<file path="src/rtl/ls161_sync_counter_if.sv">
// Parallel-load / enable / status bundle of one ls161_sync_counter stage.
// The master drives load and enable controls plus load data; the slave
// (the counter) returns its state and ripple carry.
interface ls161_sync_counter_if #(
  parameter int unsigned WIDTH = 4
);
  logic             load_n;
  logic             enp;
  logic             ent;
  logic [WIDTH-1:0] d;
  logic [WIDTH-1:0] q;
  logic             rco;

  modport master (
    output load_n, enp, ent, d,
    input  q, rco
  );

  modport slave (
    input  load_n, enp, ent, d,
    output q, rco
  );
endinterface

</file>
<file path="src/rtl/ls161_sync_counter.sv">
// 74LS161-style synchronous presettable counter: async clear, sync load,
// ENP/ENT count enables, ENT-gated ripple carry for cascading stages.
// Optional macro COUNTER_MODULO_EN adds parameter MODULO and makes the
// count wrap from MODULO-1 to 0 (decade / sexagesimal digits).
// DELAY is kept for parity with the gate library; the synthesizable model
// is zero-delay.
module ls161_sync_counter #(
  parameter int          DELAY  = 10,
  parameter int unsigned WIDTH  = 4
`ifdef COUNTER_MODULO_EN
  ,
  parameter int unsigned MODULO = 10
`endif
) (
  input logic                clk,
  input logic                clr_n,
  ls161_sync_counter_if.slave bus
);

  // Elaboration-time parameter sanity checks.
  if (WIDTH < 1 || WIDTH > 8) begin : g_bad_width
    $error("ls161_sync_counter: WIDTH must be 1..8");
  end
  if (DELAY < 0) begin : g_bad_delay
    $error("ls161_sync_counter: DELAY must be non-negative");
  end

`ifdef COUNTER_MODULO_EN
  if (MODULO < 2 || MODULO > (2 ** WIDTH)) begin : g_bad_modulo
    $error("ls161_sync_counter: MODULO must be 2..2**WIDTH");
  end
  // Terminal count: last state before the modulo wrap.
  localparam logic [WIDTH-1:0] TERM = WIDTH'(MODULO - 1);
`else
  localparam logic [WIDTH-1:0] TERM = {WIDTH{1'b1}};
`endif

  logic [WIDTH-1:0] q_r;
  logic [WIDTH-1:0] q_nxt;

  // Next state: load beats count; count wraps at TERM. A loaded value past
  // TERM counts up in binary and falls back to 0 at the natural overflow.
  always_comb begin
    q_nxt = q_r;
    if (!bus.load_n) begin
      q_nxt = bus.d;
    end else if (bus.enp && bus.ent) begin
      if (q_r == TERM) begin
        q_nxt = '0;
      end else begin
        q_nxt = q_r + WIDTH'(1);
      end
    end
  end

  // Counter state register; clear is asynchronous and overrides the clock.
  always_ff @(posedge clk or negedge clr_n) begin
    if (!clr_n) begin
      q_r <= '0;
    end else begin
      q_r <= q_nxt;
    end
  end

  assign bus.q   = q_r;
  // Ripple carry follows live ent so a cascade can stall the upper stage.
  assign bus.rco = bus.ent & (q_r == TERM);

endmodule

</file>
<file path="src/flat_wrapper.sv">
// flat-port wrapper written by rule: the top's interface ports become plain ports
module ls161_sync_counter_flat 
#(
  parameter int          DELAY  = 10,
  parameter int unsigned WIDTH  = 4

)
  (clk, clr_n, bus_load_n, bus_enp, bus_ent, bus_d, bus_q, bus_rco);
  ls161_sync_counter_if #(.WIDTH(WIDTH)) bus_i ();
  input logic clk;
  input logic clr_n;
  input wire logic [$bits(bus_i.load_n)-1:0] bus_load_n;
  input wire logic [$bits(bus_i.enp)-1:0] bus_enp;
  input wire logic [$bits(bus_i.ent)-1:0] bus_ent;
  input wire logic [$bits(bus_i.d)-1:0] bus_d;
  output wire logic [$bits(bus_i.q)-1:0] bus_q;
  output wire logic [$bits(bus_i.rco)-1:0] bus_rco;
  assign bus_i.load_n = bus_load_n;
  assign bus_i.enp = bus_enp;
  assign bus_i.ent = bus_ent;
  assign bus_i.d = bus_d;
  assign bus_q = bus_i.q;
  assign bus_rco = bus_i.rco;
  ls161_sync_counter #(.DELAY(DELAY), .WIDTH(WIDTH)) u_core (.clk(clk), .clr_n(clr_n), .bus(bus_i));
endmodule
</file>
<file path="config.mk">
export PLATFORM = sky130hd
export DESIGN_NAME = ls161_sync_counter_flat
export DESIGN_NICKNAME = d
export VERILOG_FILES = /design/src/rtl/ls161_sync_counter_if.sv /design/src/rtl/ls161_sync_counter.sv /design/src/flat_wrapper.sv
export SDC_FILE = /design/constraint.sdc
export NUM_CORES = 1
export LEC_CHECK = 0
export ABC_CLOCK_PERIOD_IN_PS = 2450
export CAP_MARGIN = 20
export CORE_AREA = 2 2 39 41
export DETAILED_ROUTE_END_ITERATION = 16
export DIE_AREA = 0 0 41 43
export SLEW_MARGIN = 20
export SYNTH_ARGS = -nofsm -noshare
export SYNTH_HDL_FRONTEND = slang
export SYNTH_SLANG_ARGS = --single-unit
</file>
<file path="constraint.sdc">
create_clock -name clk -period 2.45 [get_ports clk]
set_clock_uncertainty 0.15 [all_clocks]
set_input_delay 0.49 -clock clk [delete_from_list [all_inputs] [get_ports clk]]
set_output_delay 0.49 -clock clk [all_outputs]
set_load 0.02 [all_outputs]
</file>
==> flow_summary_export.csv, run 1 <==
group,metric,value,unit
run_status,status,"completed",
cells_and_area,fillers,156,
sta,fmax,494.3,MHz
sta,setup_viol,0,
setup_path,path_cells,"clkdlybuf4s50_1 -> and4_2 -> dlymetal6s2s_1",
clock_tree,cts.sinks,4,
grt,grt_pass1_wl,814,microns
synth,yosysWarnings,0,
synth,yosysTopAreaCell,"dfrtp_1",
synth,synthFlopType,"dfrtp_1",
clock_tree,cts_buffer_depth,2,
synth,ys_async_sr_fraction,1.000,
drt,vias_per_cell,4.431,
synth,synth_top_cell_area_share,0.4255,
cells_and_area,drive_gt1_frac,0.1429,
synth,synth_top_cells_by_count,"4 x dfrtp_1, 4 x nor2_1, 3 x a21oi_1, 3 x nand2_1, 2 x a31oi_1",
drt,drc_errors,0,
setup_path,crit_family,"buffers and inverters",
clock_tree,cts_tree,"built",
setup_path,startpoint_type,"input port",
synth,synth_seq_cells,4,
sta,min_period,2.023,ns
setup_path,slowest_stage,"clkdlybuf4s50_1",
synth,synth_cell_types,15,
cells_and_area,final_area,414.1,sq um
grt,grt_pass1_vias,219,
synth,syn_area,235.2,sq um
clock_tree,cts.clk_slew.worst_paths,0.04,ns
synth,syn_area_per_cell,9.047,sq um
synth,seq_area_frac_synth,0.4255,
power_and_ir_drop,leakagePower,0.0001834,uW
sta,worstMarginPinSlew,0.2853,ns
cells_and_area,area_growth,76.06,%
floorplan,fp.dieH,43,microns
synth,ys_top_cells_by_area,"dfrtp_1 43%, a21oi_1 6.4%, nor2_1 6.4%, a31oi_1 5.3%, ha_1 5.3%",
floorplan,coreArea,1384,sq um
min_path,holdCritPathClass,"in -> async",
placement,io_buffer_count,13,
cells_and_area,largest_reg_flops,4,
floorplan,die_w,41,microns
drt,vias,257,
grt,antenna_found_initial,0,
setup_path,cpPeakStageDelay,0.47,ns
sta,hold_ws,0.3134,ns
power_and_ir_drop,power.total,232.5,uW
synth,synth_cells,26,
sta,rsz0062_at_grt,"no",
synth,synth_edf_count,0,
setup_path,cp.required,1.81,ns
setup_path,cp_max_fo,2,
clock_tree,cts_root_buffer,"clkbuf_4",
placement,gp_congestion,0.6641,
setup_path,cp.buffers_inverters,2,
synth,synth_nets,36,
sta,report.final.hold_viol_count,0,
sta,relSlewSlack,0.8092,
grt,grt_usage,0.07359,
floorplan,dieArea,1763,sq um
sta,maxSlewViolCount,0,
cells_and_area,nets,54,
drt,first_pass_iters,2,
clock_tree,numCtsBuffers,3,
setup_path,crit_type,"in -> out",
drt,wl_per_cell,9.621,microns
placement,placed_area,389.1,sq um
cells_and_area,seqCellArea,100.1,sq um
power_and_ir_drop,max-vdd-ir-drop,226.9,uV
power_and_ir_drop,power.density,561.3,nW/um^2
job,cap_violations,0,
clock_tree,post_cts_buffers,0,
drt,drt_iter0_drc,4,
setup_path,cp.arrival,1.38,ns
drt,routed_wl,558,microns
grt,overflow,0,
floorplan,fp-row-count,14,
floorplan,io_pins,14,
clock_tree,clock_latency,0.23,ns
sta,finalCritPeriodShare,0.8258,
cells_and_area,diodes,0,
sta,finalSetupTns,0,ns
setup_path,endpoint_kind,"output pin",
grt,grt_max_degree,9,
cells_and_area,multiInputGateArea,131.4,sq um
clock_tree,htree_num_levels,1,
floorplan,start_util,0.1700,
drt,drtAntennaViolNets,0,
final timing paths:
path / start / endpoint / slack (ns) / cells after the start
min in group clk: u_core.bus.q[3]$_DFFE_PN0P_ / u_core.bus.q[3]$_DFFE_PN0P_ / 0.49 / 2
hold reg to reg: u_core.bus.q[3]$_DFFE_PN0P_ / u_core.bus.q[3]$_DFFE_PN0P_ / 0.49 / 2
max in group asynchronous: clr_n / u_core.bus.q[3]$_DFFE_PN0P_ / 1.67 / 1
setup reg to reg: u_core.bus.q[0]$_DFFE_PN0P_ / u_core.bus.q[0]$_DFFE_PN0P_ / 0.98 / 3
hold / removal: clr_n / u_core.bus.q[0]$_DFFE_PN0P_ / 0.31 / 1
setup / recovery: bus_ent / bus_rco / 0.43 / 3
worst reg2reg max path, cell delays in order (launching register included):
cell and delay, ns:
dfrtp_1 0.42, ha_1 0.27, a311o_1 0.35, a31oi_1 0.19
layout by cell type (no fill, tap or decap):
master and instances:
a21oi_1 3, a311o_1 1, a31oi_1 2, and4_2 1
buf_4 1, clkbuf_4 3, clkdlybuf4s50_1 12, dfrtp_1 4
dlymetal6s2s_1 1, ha_1 1, mux2i_1 1, nand2_1 3
nand3_1 1, nand3_2 1, nor2_1 4, o21ai_0 1
or3_1 1, xor2_1 1
report_power, final:
| part | internal, uW | switching, uW | leakage (uW) |
|---|---|---|---|
| Clock | 54.7 | 25.2 | 0.0000138 |
| Sequential | 74.0 | 10.2 | 0.0000450 |
| Combinational | 37.6 | 30.8 | 0.000125 |
| Total | 166 | 66.2 | 0.000183 |
cells by family after synthesis:
group,after synthesis,synth area share
simple gates,11,0.2447
compound gates,7,0.1808
flops,4,0.4255
xor+xnor,1,0.03724
buf+inv,1,0.01594
mux,1,0.04255
fa+ha+maj,1,0.05318
metrics by stage:
stage	std cells	util	setup WS (ns)
final	58	0.2993	0.4268
after global routing	58	0.2993	0.3752
after CTS	58	0.2975	0.03602
after detailed placement	55	0.2812	0.04310
after global placement	55	0.2812	0.04828
after floorplan	26	-	0.7816
what timing repair did:
item	4_1_cts	5_1_grt
endpoints found under the setup margin	0	1
resized for setup	0	1
hold buffers	0	0
final cells by class:
class	count	share of cell area
clock buffers	3	0.05438
multi-input cells	21	0.3172
well taps	16	0.04834
flip-flops and latches	4	0.2417
repair buffers	14	0.3384
per-layer routing:
metal	vias up	GRT usage	part of all wire
met5	-	0	0
met4	0	0.08000	0.025
met3	2	0.01571	0.13
met2	14	0.09063	0.40
met1	114	0.09446	0.45
li1	127	-	-
No activity file was read; power rests on OpenSTA's default activity.
==> inputs of run 2 (changes only) <==
ABC_CLOCK_PERIOD_IN_PS = 1900   (was 2450)
clock period = 1.9 ns   (was 2.45 ns; I/O delays follow)
==> flow_summary_export.csv, run 2 (synthesized netlist as in run 1, its figures left out) <==
group,metric,value,unit
placement,placed_area,419.2,sq um
clock_tree,cts_buffer_depth,2,
clock_tree,cts_resized,3,
sta,fmax,537.7,MHz
drt,first_pass_iters,2,
placement,post-dp-hpwl,492.1,microns
power_and_ir_drop,leakagePower,0.0001853,uW
sta,finalCritPeriodShare,0.9787,
min_path,holdCritPathClass,"in -> async",
power_and_ir_drop,max-vdd-ir-drop,267.0,uV
drt,drt_iter0_drc,2,
placement,io_buffer_count,13,
sta,rsz0062_at_grt,"no",
cells_and_area,diodes,0,
clock_tree,htree_num_levels,1,
cells_and_area,final_area,442.9,sq um
grt,antenna_found_initial,0,
sta,finalSetupTns,0,ns
grt,grt_pass1_vias,246,
floorplan,coreArea,1384,sq um
cells_and_area,fillers,143,
drt,routed_wl,607,microns
grt,overflow,0,
floorplan,io_pins,14,
floorplan,fp.dieH,43,microns
setup_path,endpoint,"bus_rco",
setup_path,r2r-end,"u_core.bus.q[0]$_DFFE_PN0P_",
floorplan,fp-row-count,14,
run_status,status,"completed",
drt,vias,261,
setup_path,cp_max_fo,2,
sta,min_period,1.860,ns
cells_and_area,final_cell_mix,"12 x clkdlybuf4s50_1, 5 x buf_4, 4 x nor2_1, 4 x dfrtp_1",
clock_tree,hold_buffers,0,
clock_tree,cts_root_buffer,"clkbuf_4",
clock_tree,post_cts_buffers,0,
floorplan,dieArea,1763,sq um
job,cap_violations,0,
setup_path,cp.required,1.37,ns
setup_path,cp-startpoint,"bus_ent",
power_and_ir_drop,power.density,712.7,nW/um^2
clock_tree,cts.clk_slew.worst_paths,0.03,ns
drt,wl_per_cell,9.790,microns
cells_and_area,final_common_cell,"clkdlybuf4s50_1",
setup_path,r2r-start,"u_core.bus.q[0]$_DFFE_PN0P_",
cells_and_area,nets,58,
drt,vias_per_cell,4.210,
cells_and_area,stdcell_count,62,
sta,setup_viol,0,
setup_path,startpoint_type,"input port",
clock_tree,cts_tree,"built",
grt,grt_max_degree,9,
cells_and_area,area_growth,88.30,%
drt,drtAntennaViolNets,0,
sta,report.final.hold_viol_count,0,
grt,grt_usage,0.08560,
setup_path,reg2reg_depth,4,
floorplan,die_w,41,microns
sta,maxSlewViolCount,0,
setup_path,crit_type,"in -> out",
setup_path,endpoint_kind,"output pin",
placement,gp_congestion,0.7365,
clock_tree,cts.sinks,4,
drt,drc_errors,0,
setup_path,ff2ff_setup_slack,0.38,ns
sta,relSlewSlack,0.8097,
cells_and_area,largest_reg_flops,4,
grt,grt_pass1_wl,945,microns
clock_tree,numCtsBuffers,3,
placement,placedCellCount,59,
sta,worstMarginPinSlew,0.2845,ns
cells_and_area,drive_gt1_frac,0.2391,
clock_tree,clock_latency,0.23,ns
floorplan,start_util,0.1700,
setup_path,cp.arrival,1.33,ns
-- run 2: cell types whose count changed in the layout (fill, tap and decap cells not counted) --
cell             previous run  this run
buf_4                       1         5
clkdlybuf4s15_2             0         1
dlymetal6s2s_1              1         0
-- run 2: per-stage QoR --
step	utilization	worst slack (ns)	total power [uW]	hold WS [ns]
6_report	0.3201	0.04039	315.7	0.1950
5_1_grt	0.3201	0.0003357	334.7	0.2074
3_5_place_dp	0.3029	-0.3000	214.5	0.4449
2_1_floorplan	-	0.3416	148.9	-0.06559
3_3_place_gp	0.3029	-0.2817	212.1	0.4427
4_1_cts	0.3201	0.03341	322.8	0.1936
-- run 2: how the worst min path moves through the flow --
| stage | start | end | slack, ns | cells past startpoint |
|---|---|---|---|---|
| floorplan | clr_n | u_core.bus.q[0]$_DFFE_PN0P_ | -0.07 | 0 |
| detailed placement | clr_n | u_core.bus.q[0]$_DFFE_PN0P_ | 0.44 | 1 |
| CTS | clr_n | u_core.bus.q[0]$_DFFE_PN0P_ | 0.19 | 1 |
| global placement | clr_n | u_core.bus.q[2]$_DFFE_PN0P_ | 0.44 | 1 |
| finish | clr_n | u_core.bus.q[0]$_DFFE_PN0P_ | 0.19 | 1 |
| global route | clr_n | u_core.bus.q[0]$_DFFE_PN0P_ | 0.21 | 1 |
-- run 2: critical path, stage by stage --
cell             delay (ns)
clkdlybuf4s50_1        0.48
and4_2                 0.22
clkdlybuf4s15_2        0.25
-- run 2: final cells by class --
type,instances,area [sq um],share of cell area
multi-input cells,21,131.4,0.2966
flip-flops and latches,4,100.1,0.2260
well taps,16,20.02,0.04520
clock buffers,3,22.52,0.05085
repair buffers,18,168.9,0.3814
-- run 2: metal layers --
metal,routed length (microns),GRT usage,up-vias
met5,0,0,-
met1,297,0.1169,108
met3,57,0.01571,2
li1,-,-,137
met4,17,0.1000,0
met2,235,0.09688,14
-- run 2: power breakdown --
group	total, uW	internal (uW)	leakage, uW	switching [uW]
Combinational	110	60.5	0.000126	49.5
Clock	104	70.5	0.0000138	33.0
Sequential	102	95.4	0.0000450	6.79
